--- config.mk ---
export PLATFORM = sky130hd
export DESIGN_NAME = alu_multicycle
export DESIGN_NICKNAME = d
export VERILOG_FILES = /design/src/rtl/alu_pkg.sv /design/src/rtl/alu_multicycle_shift_step.sv /design/src/rtl/alu_multicycle.sv
export SDC_FILE = /design/constraint.sdc
export NUM_CORES = 1
export LEC_CHECK = 0
export CORE_MARGIN = 2
export CORE_UTILIZATION = 35
export CTS_CLUSTER_SIZE = 14
export DETAILED_ROUTE_END_ITERATION = 10
export PLACE_DENSITY_LB_ADDON = 0.2
export SYNTH_ARGS = -nofsm -noshare
export SYNTH_HDL_FRONTEND = slang
export SYNTH_HIERARCHICAL = 1
export SYNTH_SLANG_ARGS = --single-unit
--- constraint.sdc ---
create_clock -name clk -period 5.7 [get_ports clk]
set_input_delay 1.14 -clock clk [delete_from_list [all_inputs] [get_ports clk]]
set_output_delay 1.14 -clock clk [all_outputs]
set_load 0.1 [all_outputs]
--- src/rtl/alu_pkg.sv ---
// Shared ALU types: operation codes, FSM states and control width.
// Imported by the ALU decoder and the execute-stage ALU.
package alu_pkg;

  localparam int ALU_CTRL_W = 4;

  typedef enum logic [ALU_CTRL_W-1:0] {
    ALU_ADD  = 4'b0000,
    ALU_SUB  = 4'b0001,
    ALU_AND  = 4'b0010,
    ALU_OR   = 4'b0011,
    ALU_XOR  = 4'b0100,
    ALU_SLT  = 4'b0101,
    ALU_SLTU = 4'b0111,
    ALU_SLL  = 4'b1000,
    ALU_SRL  = 4'b1001,
    ALU_SRA  = 4'b1011
  } alu_op_t;

  typedef enum logic [1:0] {
    IDLE,
    SHIFT,
    DONE
  } alu_state_t;

  function automatic logic is_shift(
    input logic [ALU_CTRL_W-1:0] c
  );
    return (c == ALU_SLL) ||
           (c == ALU_SRL) ||
           (c == ALU_SRA);
  endfunction

endpackage

--- src/rtl/alu_multicycle_shift_step.sv ---
// One bounded shift step for the iterative shifter.
// Right shifts fill with the sign bit when arith is set.
module alu_shift_step #(
  parameter int WIDTH = 32,
  parameter int AMT_W = 1
) (
  input  logic [WIDTH-1:0] i_value,
  input  logic             i_dir,
  input  logic             i_arith,
  input  logic [AMT_W-1:0] i_amount,
  output logic [WIDTH-1:0] o_value
);

  // Select left, logical-right or arithmetic-right shift
  always_comb begin
    o_value = i_value;
    if (!i_dir) begin
      o_value = i_value << i_amount;
    end else if (i_arith) begin
      o_value = $signed(i_value) >>> i_amount;
    end else begin
      o_value = i_value >> i_amount;
    end
  end

endmodule

--- src/rtl/alu_multicycle.sv ---
// Execute-stage ALU: single-cycle logic/arith ops,
// iterative shifts, valid/ready on both sides.
module alu_multicycle
  import alu_pkg::*;
#(
  parameter int WIDTH      = 32,
  parameter int SHIFT_STEP = 1
) (
  input  logic                  clk,
  input  logic                  rst,
  input  logic                  in_valid,
  output logic                  in_ready,
  input  logic [ALU_CTRL_W-1:0] alu_control,
  input  logic [WIDTH-1:0]      src_a,
  input  logic [WIDTH-1:0]      src_b,
  output logic                  out_valid,
  input  logic                  out_ready,
  output logic [WIDTH-1:0]      result,
  output logic                  zero,
  output logic                  negative,
  output logic                  carry,
  output logic                  overflow,
  output logic                  illegal
);

  localparam int SHAMT_W = $clog2(WIDTH);
  localparam int AMT_W   = $clog2(SHIFT_STEP + 1);
  localparam int M       = WIDTH - 1;

  alu_state_t         r_state;
  alu_state_t         w_next;
  alu_op_t            r_op;
  logic [SHAMT_W-1:0] r_rem;
  logic [WIDTH-1:0]   r_result;
  logic               r_carry;
  logic               r_ovf;
  logic               r_ill;

  logic               w_accept;
  logic [SHAMT_W-1:0] w_shamt;
  logic               w_sub;
  logic [WIDTH-1:0]   w_b_eff;
  logic [WIDTH:0]     w_sum;
  logic               w_ovf;
  logic               w_lt;
  logic               w_ltu;
  logic [WIDTH-1:0]   w_alu;
  logic               w_c;
  logic               w_v;
  logic               w_legal;
  logic [AMT_W-1:0]   w_amt;
  logic               w_last;
  logic [WIDTH-1:0]   w_shifted;
  logic               w_done;

  assign w_accept = in_valid & in_ready;
  assign w_shamt  = src_b[SHAMT_W-1:0];

  assign w_sub   = (alu_control == ALU_SUB);
  assign w_b_eff = w_sub ? ~src_b : src_b;
  assign w_sum   = {1'b0, src_a}
                 + {1'b0, w_b_eff}
                 + {{WIDTH{1'b0}}, w_sub};
  assign w_ovf   = (src_a[M] == w_b_eff[M]) &&
                   (w_sum[M] != src_a[M]);
  assign w_lt    = $signed(src_a) < $signed(src_b);
  assign w_ltu   = src_a < src_b;

  // Decode the op into the value captured at accept
  always_comb begin
    w_alu   = '0;
    w_c     = 1'b0;
    w_v     = 1'b0;
    w_legal = 1'b1;
    case (alu_control)
      ALU_ADD,
      ALU_SUB: begin
        w_alu = w_sum[WIDTH-1:0];
        w_c   = w_sum[WIDTH];
        w_v   = w_ovf;
      end
      ALU_AND:  w_alu = src_a & src_b;
      ALU_OR:   w_alu = src_a | src_b;
      ALU_XOR:  w_alu = src_a ^ src_b;
      ALU_SLT:  w_alu = {{(WIDTH-1){1'b0}}, w_lt};
      ALU_SLTU: w_alu = {{(WIDTH-1){1'b0}}, w_ltu};
      ALU_SLL,
      ALU_SRL,
      ALU_SRA:  w_alu = src_a;
      default:  w_legal = 1'b0;
    endcase
  end

  // Clamp this cycle's shift to what remains
  always_comb begin
    if (int'(r_rem) > SHIFT_STEP) begin
      w_amt = AMT_W'(SHIFT_STEP);
    end else begin
      w_amt = AMT_W'(r_rem);
    end
  end

  assign w_last = (r_rem == SHAMT_W'(w_amt));

  alu_shift_step #(
    .WIDTH (WIDTH),
    .AMT_W (AMT_W)
  ) u_step (
    .i_value  (r_result),
    .i_dir    (r_op != ALU_SLL),
    .i_arith  (r_op == ALU_SRA),
    .i_amount (w_amt),
    .o_value  (w_shifted)
  );

  // State register
  always_ff @(posedge clk) begin
    if (rst) begin
      r_state <= IDLE;
    end else begin
      r_state <= w_next;
    end
  end

  // Next-state logic
  always_comb begin
    w_next = r_state;
    case (r_state)
      IDLE: begin
        if (w_accept) begin
          if (is_shift(alu_control) &&
              (w_shamt != '0)) begin
            w_next = SHIFT;
          end else begin
            w_next = DONE;
          end
        end
      end
      SHIFT: begin
        if (w_last) w_next = DONE;
      end
      DONE: begin
        if (out_ready) w_next = IDLE;
      end
      default: w_next = IDLE;
    endcase
  end

  // Capture operands at accept, iterate shifts
  always_ff @(posedge clk) begin
    if (rst) begin
      r_op     <= ALU_ADD;
      r_rem    <= '0;
      r_result <= '0;
      r_carry  <= 1'b0;
      r_ovf    <= 1'b0;
      r_ill    <= 1'b0;
    end else begin
      case (r_state)
        IDLE: begin
          if (w_accept) begin
            r_op     <= alu_op_t'(alu_control);
            r_rem    <= w_shamt;
            r_result <= w_alu;
            r_carry  <= w_c;
            r_ovf    <= w_v;
            r_ill    <= ~w_legal;
          end
        end
        SHIFT: begin
          r_result <= w_shifted;
          r_rem    <= r_rem - SHAMT_W'(w_amt);
        end
        default: ;
      endcase
    end
  end

  assign w_done    = (r_state == DONE);
  assign in_ready  = (r_state == IDLE);
  assign out_valid = w_done;
  assign result    = r_result;
  assign zero      = w_done & (r_result == '0);
  assign negative  = w_done & r_result[M];
  assign carry     = r_carry;
  assign overflow  = r_ovf;
  assign illegal   = r_ill;

endmodule
### After elaboration in Yosys (flattened, before gate mapping)

Index checks and enable logic that the tools add are counted.

* register bits: 46
* input bits: 72
* output and inout port bits: 39
* logic and storage cells: 75

* $add $sub $neg: 3
* $lt $le $gt $ge: 3
* eq/ne operators: 19
* shift operators: 3
* muxes and demuxes: 17
* bitwise operators: 8
* reductions and logical operators: 15

Operators by type and width (count)
* 32-bit one-hot mux with 7 select lines: 1
* 32-bit 2-to-1 mux: 4
* 32-bit less-than comparator: 2
* 32-bit one-hot mux with 2 select lines: 1
* 32-bit by 32-bit adder with 33-bit output: 1
* 33-bit by 1-bit adder with 33-bit output: 1
* 32-bit AND: 1
* 32-bit zero test: 1
* 32-bit inverter: 1
* 32-bit bitwise OR: 1
* 32-bit by 1-bit left shift with 32-bit output: 1
* 32-bit by 1-bit >> shifter with 32-bit output: 1
* 32-bit by 1-bit >>> shifter with 32-bit output: 1
* 32-bit bitwise XOR: 1
* 4-bit == test (second input constant): 4
* 4-bit by 3-bit == test with 1-bit output (second input constant): 3
* 5-bit one-hot mux with 2 select lines: 1
* 10-bit OR reduction: 1
* 4-bit by 2-bit == test with 1-bit output (second input constant): 2
* 2-bit 2-to-1 mux: 4
* 2-bit one-hot mux with 3 select lines: 1
* 5-bit by 1-bit == test with 1-bit output: 1
* 5-bit by 1-bit > comparator with 1-bit output (second input constant): 1
* 5-bit 2-to-1 mux: 1
* other kinds (22): 31

### Longest topological paths before layout

* depth after elaboration: 7
* mapped depth: 16
* depth with buffers taken out: 13

### By module

Netlist, hierarchy kept.

By module, submodules not included
* alu_multicycle: times used 1, cells an instance 917, area an instance 6764.0 µm²
* alu_shift_step: times used 1, cells an instance 108, area an instance 701.9 µm²

### Worst setup path after synthesis

No wires, ideal clock.

* kind: flip-flop to output port
* start: register r_state[0]
* end: output zero
* arrival time: 4.115 ns
* data required time: 4.560 ns
* path slack: 0.445 ns
* cell stages (with the launch flop): 5
* path buffers: 1
* cells stage by stage: dfxtp_1 clkbuf_1 nor2b_1 nand2_1 nor3_1

* cells in the longest elaborated chain, start to end: 2

RTL lines
* from (decl): line alu_multicycle.sv:30 `alu_state_t r_state;`
* from (signal assigned): line alu_multicycle.sv:121 `r_state <= w_next;`
* 2-bit == test: line alu_multicycle.sv:179 `assign w_done = (r_state == DONE);`
* named net out_valid: line alu_multicycle.sv:16 `output logic out_valid,`
* 1-bit AND: line alu_multicycle.sv:183 `assign zero = w_done & (r_result == '0);`
* to (decl): line alu_multicycle.sv:19 `output logic zero,`

The timed path passes the listed nets, and every way through them passes these cells.

### Worst setup path after layout

* start: input alu_control[3]
* end: register r_result[30], in the netlist result[30]

* cells in the longest elaborated chain, start to end: 7

RTL lines
* from (decl): line alu_multicycle.sv:13 `input logic [ALU_CTRL_W-1:0] alu_control,`
* 4-bit by 1-bit == test with 1-bit output: line alu_multicycle.sv:59, alu_multicycle.sv:75
* 32-bit 2-to-1 mux: line alu_multicycle.sv:60 `assign w_b_eff = w_sub ? ~src_b : src_b;`
* 32-bit by 32-bit adder with 33-bit output: line alu_multicycle.sv:62 `+ {1'b0, w_b_eff}`
* 33-bit by 1-bit adder with 33-bit output: line alu_multicycle.sv:63 `+ {{WIDTH{1'b0}}, w_sub};`
* 32-bit one-hot mux with 7 select lines *: line alu_multicycle.sv:75 `case (alu_control)`
* 32-bit 2-to-1 mux *: line alu_multicycle.sv:161 `if (w_accept) begin`
* 32-bit one-hot mux with 2 select lines *: line alu_multicycle.sv:159 `case (r_state)`
* to (signal assigned): line alu_multicycle.sv:164 `r_result <= w_alu;`
* to (signal assigned): line alu_multicycle.sv:171 `r_result <= w_shifted;`
* to (decl): line alu_multicycle.sv:34 `logic [WIDTH-1:0] r_result;`

Mark *: on every way between the ends. The rest lies on a longest branch, timed or not. The select of a mux whose other input is x is not followed.
A chain may end at the register's enable or synchronous reset.

==> results.sh <==
export IMPL_total_switching_power_mw=1.143
export IMPL_n_fill_cell=2202
export IMPL_switching_fraction_of_total_power=0.5349
export IMPL_async_set_or_reset_flop_fraction_in_the_synthesized_netlist=0
export IMPL_cts_resized_gates=0
export IMPL_power_share_clock=0.138
export IMPL_worstSetupEndpointType="flop"
export IMPL_synth_distinct_cells=75
export IMPL_ir_worst_vdd_mv=0.1197
export IMPL_met3_routed_length_mm=1.260
export IMPL_count_of_cells_along_the_worst_hold_path=2
export IMPL_antenna_found_initial=0
export IMPL_portion_of_total_power_attributed_to_combinational_logic=0.641
export IMPL_setup_reg_to_reg_worst_slack_ps=3060
export IMPL_topRoutingLayerUsed="met4"
export IMPL_worst_setup_path_start_kind="input pin"
export IMPL_report_final_hold_viol_count=0
export IMPL_post_drt_via_cell_ratio=5.487
export IMPL_layout_common_cells="sky130_fd_sc_hd__ha_1, sky130_fd_sc_hd__a21oi_1, sky130_fd_sc_hd__nor2_1"
export IMPL_worst_endpoint_arrival_ps=5190
export IMPL_cts_sinks=46
export IMPL_ys_flop_type="sky130_fd_sc_hd__dfxtp_1"
export IMPL_r2r_cells=8
export IMPL_ios=111
export IMPL_portBuffers=110
export IMPL_floorplan_die_area_um2=22520
export IMPL_worst_r2r_startpoint="r_op[0]"
export IMPL_yosys_warnings=6
export IMPL_dp_hpwl_mm=19.13
export IMPL_synth_area_per_cell_um2=7.284
export IMPL_drtAntennaViolNets=0
export IMPL_static_leakage_power_nw=3.997
export IMPL_fp_dieW_um=150.1
export IMPL_post_route_drc_count=0
export IMPL_leading_cell_type_in_the_layout_fill_and_taps_excluded="sky130_fd_sc_hd__ha_1"
export IMPL_worstSkewPairLatency_ps=300
export IMPL_worst_clock_skew_ps=7.494
export IMPL_power_density_cell_area_nw_per_um2=239.0
export IMPL_max_cap_check_violation_count=0
export IMPL_min_period_over_period=0.8709
export IMPL_clock_fmax_ghz=0.2014
export IMPL_worst_setup_path_endpoint="result[30]"
export IMPL_setup_viol=0
export IMPL_cts_hold_repair_buffers=0
export IMPL_totalPowerFinal_mw=2.138
export IMPL_grt_overflow_total=0
export IMPL_drtPass1Iterations=5
export IMPL_timing_rr_end="result[24]"
export IMPL_vias=7583
export IMPL_first_global_vias=7092
export IMPL_die_h_um=150.1
export IMPL_timing_setup_tns_ps=0
export IMPL_nets=1317
export IMPL_row_count=53
export IMPL_global_route_wire_length_before_repair_mm=39.05
export IMPL_maxSlewViolCount=0
export IMPL_route_layer_met1_wl_mm=12.16
export IMPL_avgRoutedWirePerCell_um=17.89
export IMPL_cts_setup_buffers=0
export IMPL_postSynthNetCount=1235
export IMPL_final_core_utilization=0.4267
export IMPL_cts_buffers=5
export IMPL_gp_congestion=0.8733
export IMPL_post_synth_instance_area_um2=7466
export IMPL_sequentialPowerShare=0.221
export IMPL_critical_path_startpoint="alu_control[3]"
export IMPL_grt_start_max_net_pins=49
export IMPL_relSlewSlack=0.3087
export IMPL_routed_wirelength_mm=24.73
export IMPL_initial_core_util=0.3563
export IMPL_syn_inst=1025
export IMPL_synth_edff_count=0
export IMPL_cts_path_max_buffers=2
export IMPL_cellInternalPower_mw=0.9942
export IMPL_seq_area_frac_synth=0.1233
export IMPL_synth_seq_cells=46
export IMPL_post_route_cells_drive_above_1_share=0.04336
export IMPL_unrepaired_setup_endpoints_after_global_routing="no"
export IMPL_run_status="complete, no violations"
export IMPL_drtIter0Drc=655
export IMPL_count_of_antenna_diodes_in_the_layout=0
export IMPL_met2_length_mm=11.00
export IMPL_critPathKind="in -> reg"
export IMPL_core_area_um2=20960
export IMPL_holdCritPathClass="reg -> reg"
export IMPL_cts_tree="done"
export IMPL_syn_to_final_growth_pct=19.78
export IMPL_critPathMaxFanout=15
export IMPL_period_minus_slack_ps=4964
export IMPL_cts_root_buffer="sky130_fd_sc_hd__clkbuf_16"
export IMPL_worst_slew_pin_transition_ps=1033
export IMPL_path_clk_slew_ps=70
export IMPL_htree_num_levels=2
export IMPL_timing_critical_path_required_ps=5920
export IMPL_grt_use_total=0.2170
==> logic make-up (layout without fill, tap and decap cells) <==
| group | after synthesis | in the layout | share of synthesized area |
|---|---|---|---|
| adders and majority gates | 138 | 138 | 0.2323 |
| buffers and inverters | 143 | 225 | 0.08212 |
| DFF | 46 | 46 | 0.1233 |
| AOI/OAI and AO/OA | 310 | 310 | 0.2635 |
| muxes | 32 | 32 | 0.04307 |
| and+or+nand+nor | 299 | 299 | 0.1889 |
| xor gates and xnor gates | 57 | 57 | 0.06687 |
==> worst min path at each step <==
stage,startpoint,end
CTS,r_rem[0],r_rem[0]
global placement,r_rem[0],r_rem[0]
floorplan,r_rem[0],r_rem[0]
global route,r_op[1],r_op[1]
detailed placement,r_rem[0],r_rem[0]
finish,r_rem[0],r_rem[0]
==> through the flow <==
step                      worst slack, ps  hold WS, ps  cell area, um2  std cells
after floorplan                     445.2        435.1            7466       1025
after global routing                375.2        485.0            8942       1382
final                               736.0        465.2            8942       1382
after CTS                           764.2        464.3            8942       1382
after global placement              549.8        446.9            8806       1375
after detailed placement            467.2        455.4            8806       1375
==> sequential cells by signal, summed over array words and instances (netlist names) <==
name / cells
r_op: 4
r_rem: 5
overflow: 1
illegal: 1
carry: 1
r_state: 2
result: 32
==> layer usage <==
metal / vias to the layer above / global-route usage
li1: 3820 / -
met1: 3525 / 0.3187
met2: 221 / 0.3477
met3: 17 / 0.01677
met4: 0 / 0.04151
met5: - / 0
==> synthesized netlist by cell type (4+ instances only) <==
library cell | n | area [um2]
sky130_fd_sc_hd__mux2i_1 | 31 | 310.3
sky130_fd_sc_hd__nand4_1 | 6 | 37.54
sky130_fd_sc_hd__xor2_1 | 14 | 122.6
sky130_fd_sc_hd__nor4_1 | 16 | 100.1
sky130_fd_sc_hd__dfxtp_1 | 46 | 920.9
sky130_fd_sc_hd__o31ai_1 | 6 | 45.04
sky130_fd_sc_hd__nand2_1 | 75 | 281.5
sky130_fd_sc_hd__nor3_1 | 28 | 140.1
sky130_fd_sc_hd__a22o_1 | 4 | 35.03
sky130_fd_sc_hd__o221ai_1 | 7 | 61.31
sky130_fd_sc_hd__xnor2_1 | 43 | 376.6
sky130_fd_sc_hd__o21ai_1 | 5 | 25.02
sky130_fd_sc_hd__nor2b_1 | 6 | 37.54
sky130_fd_sc_hd__a311oi_1 | 5 | 43.79
sky130_fd_sc_hd__a31oi_1 | 15 | 93.84
sky130_fd_sc_hd__a211oi_1 | 8 | 60.06
sky130_fd_sc_hd__nor2_1 | 116 | 435.4
sky130_fd_sc_hd__a21oi_1 | 127 | 635.6
sky130_fd_sc_hd__clkbuf_1 | 40 | 150.1
sky130_fd_sc_hd__ha_1 | 137 | 1714
sky130_fd_sc_hd__or3_1 | 4 | 25.02
sky130_fd_sc_hd__nand2b_1 | 5 | 31.28
sky130_fd_sc_hd__a21o_1 | 4 | 30.03
sky130_fd_sc_hd__nand3_1 | 13 | 65.06
sky130_fd_sc_hd__a222oi_1 | 5 | 50.05
sky130_fd_sc_hd__o21bai_1 | 8 | 60.06
sky130_fd_sc_hd__buf_2 | 7 | 35.03
sky130_fd_sc_hd__o21ai_0 | 52 | 260.3
sky130_fd_sc_hd__o211ai_1 | 6 | 45.04
sky130_fd_sc_hd__a22oi_1 | 7 | 52.55
sky130_fd_sc_hd__and3_1 | 5 | 31.28
sky130_fd_sc_hd__inv_1 | 89 | 334.1
sky130_fd_sc_hd__a221oi_1 | 21 | 183.9
sky130_fd_sc_hd__or4_1 | 4 | 30.03
==> power by group through the flow <==
stage	combinational [mW]	sequential (mW)	clock, mW
after floorplan	0.722	0.742	0
final	1.37	0.473	0.295
after CTS	1.36	0.470	0.301
after global routing	1.49	0.482	0.312
after global placement	1.35	0.477	0
after detailed placement	1.36	0.478	0
==> critical path: stages <==
cell and delay, ps:
sky130_fd_sc_hd__clkdlybuf4s50_1 600, sky130_fd_sc_hd__nor4b_4 490, sky130_fd_sc_hd__buf_4 350, sky130_fd_sc_hd__xnor2_1 100
sky130_fd_sc_hd__ha_1 360, sky130_fd_sc_hd__nand3b_1 120, sky130_fd_sc_hd__a21oi_1 220, sky130_fd_sc_hd__o21ai_1 130
sky130_fd_sc_hd__a2111oi_2 430, sky130_fd_sc_hd__o31ai_1 130, sky130_fd_sc_hd__buf_4 160, sky130_fd_sc_hd__o21ai_1 230
sky130_fd_sc_hd__a21oi_1 140, sky130_fd_sc_hd__or4_1 400, sky130_fd_sc_hd__a31oi_1 170
==> final cells by class <==
class / instances / area, um2 / share of cell area
Clock inverter: 1 / 7.507 / 0.0008395
Clock buffer: 6 / 128.9 / 0.01441
Tap cell: 275 / 344.1 / 0.03848
Timing Repair Buffer: 129 / 1244 / 0.1391
Inverter: 89 / 334.1 / 0.03736
Multi-Input combinational cell: 836 / 5963 / 0.6669
Sequential cell: 46 / 920.9 / 0.1030
(Power assumes the default switching activity.)
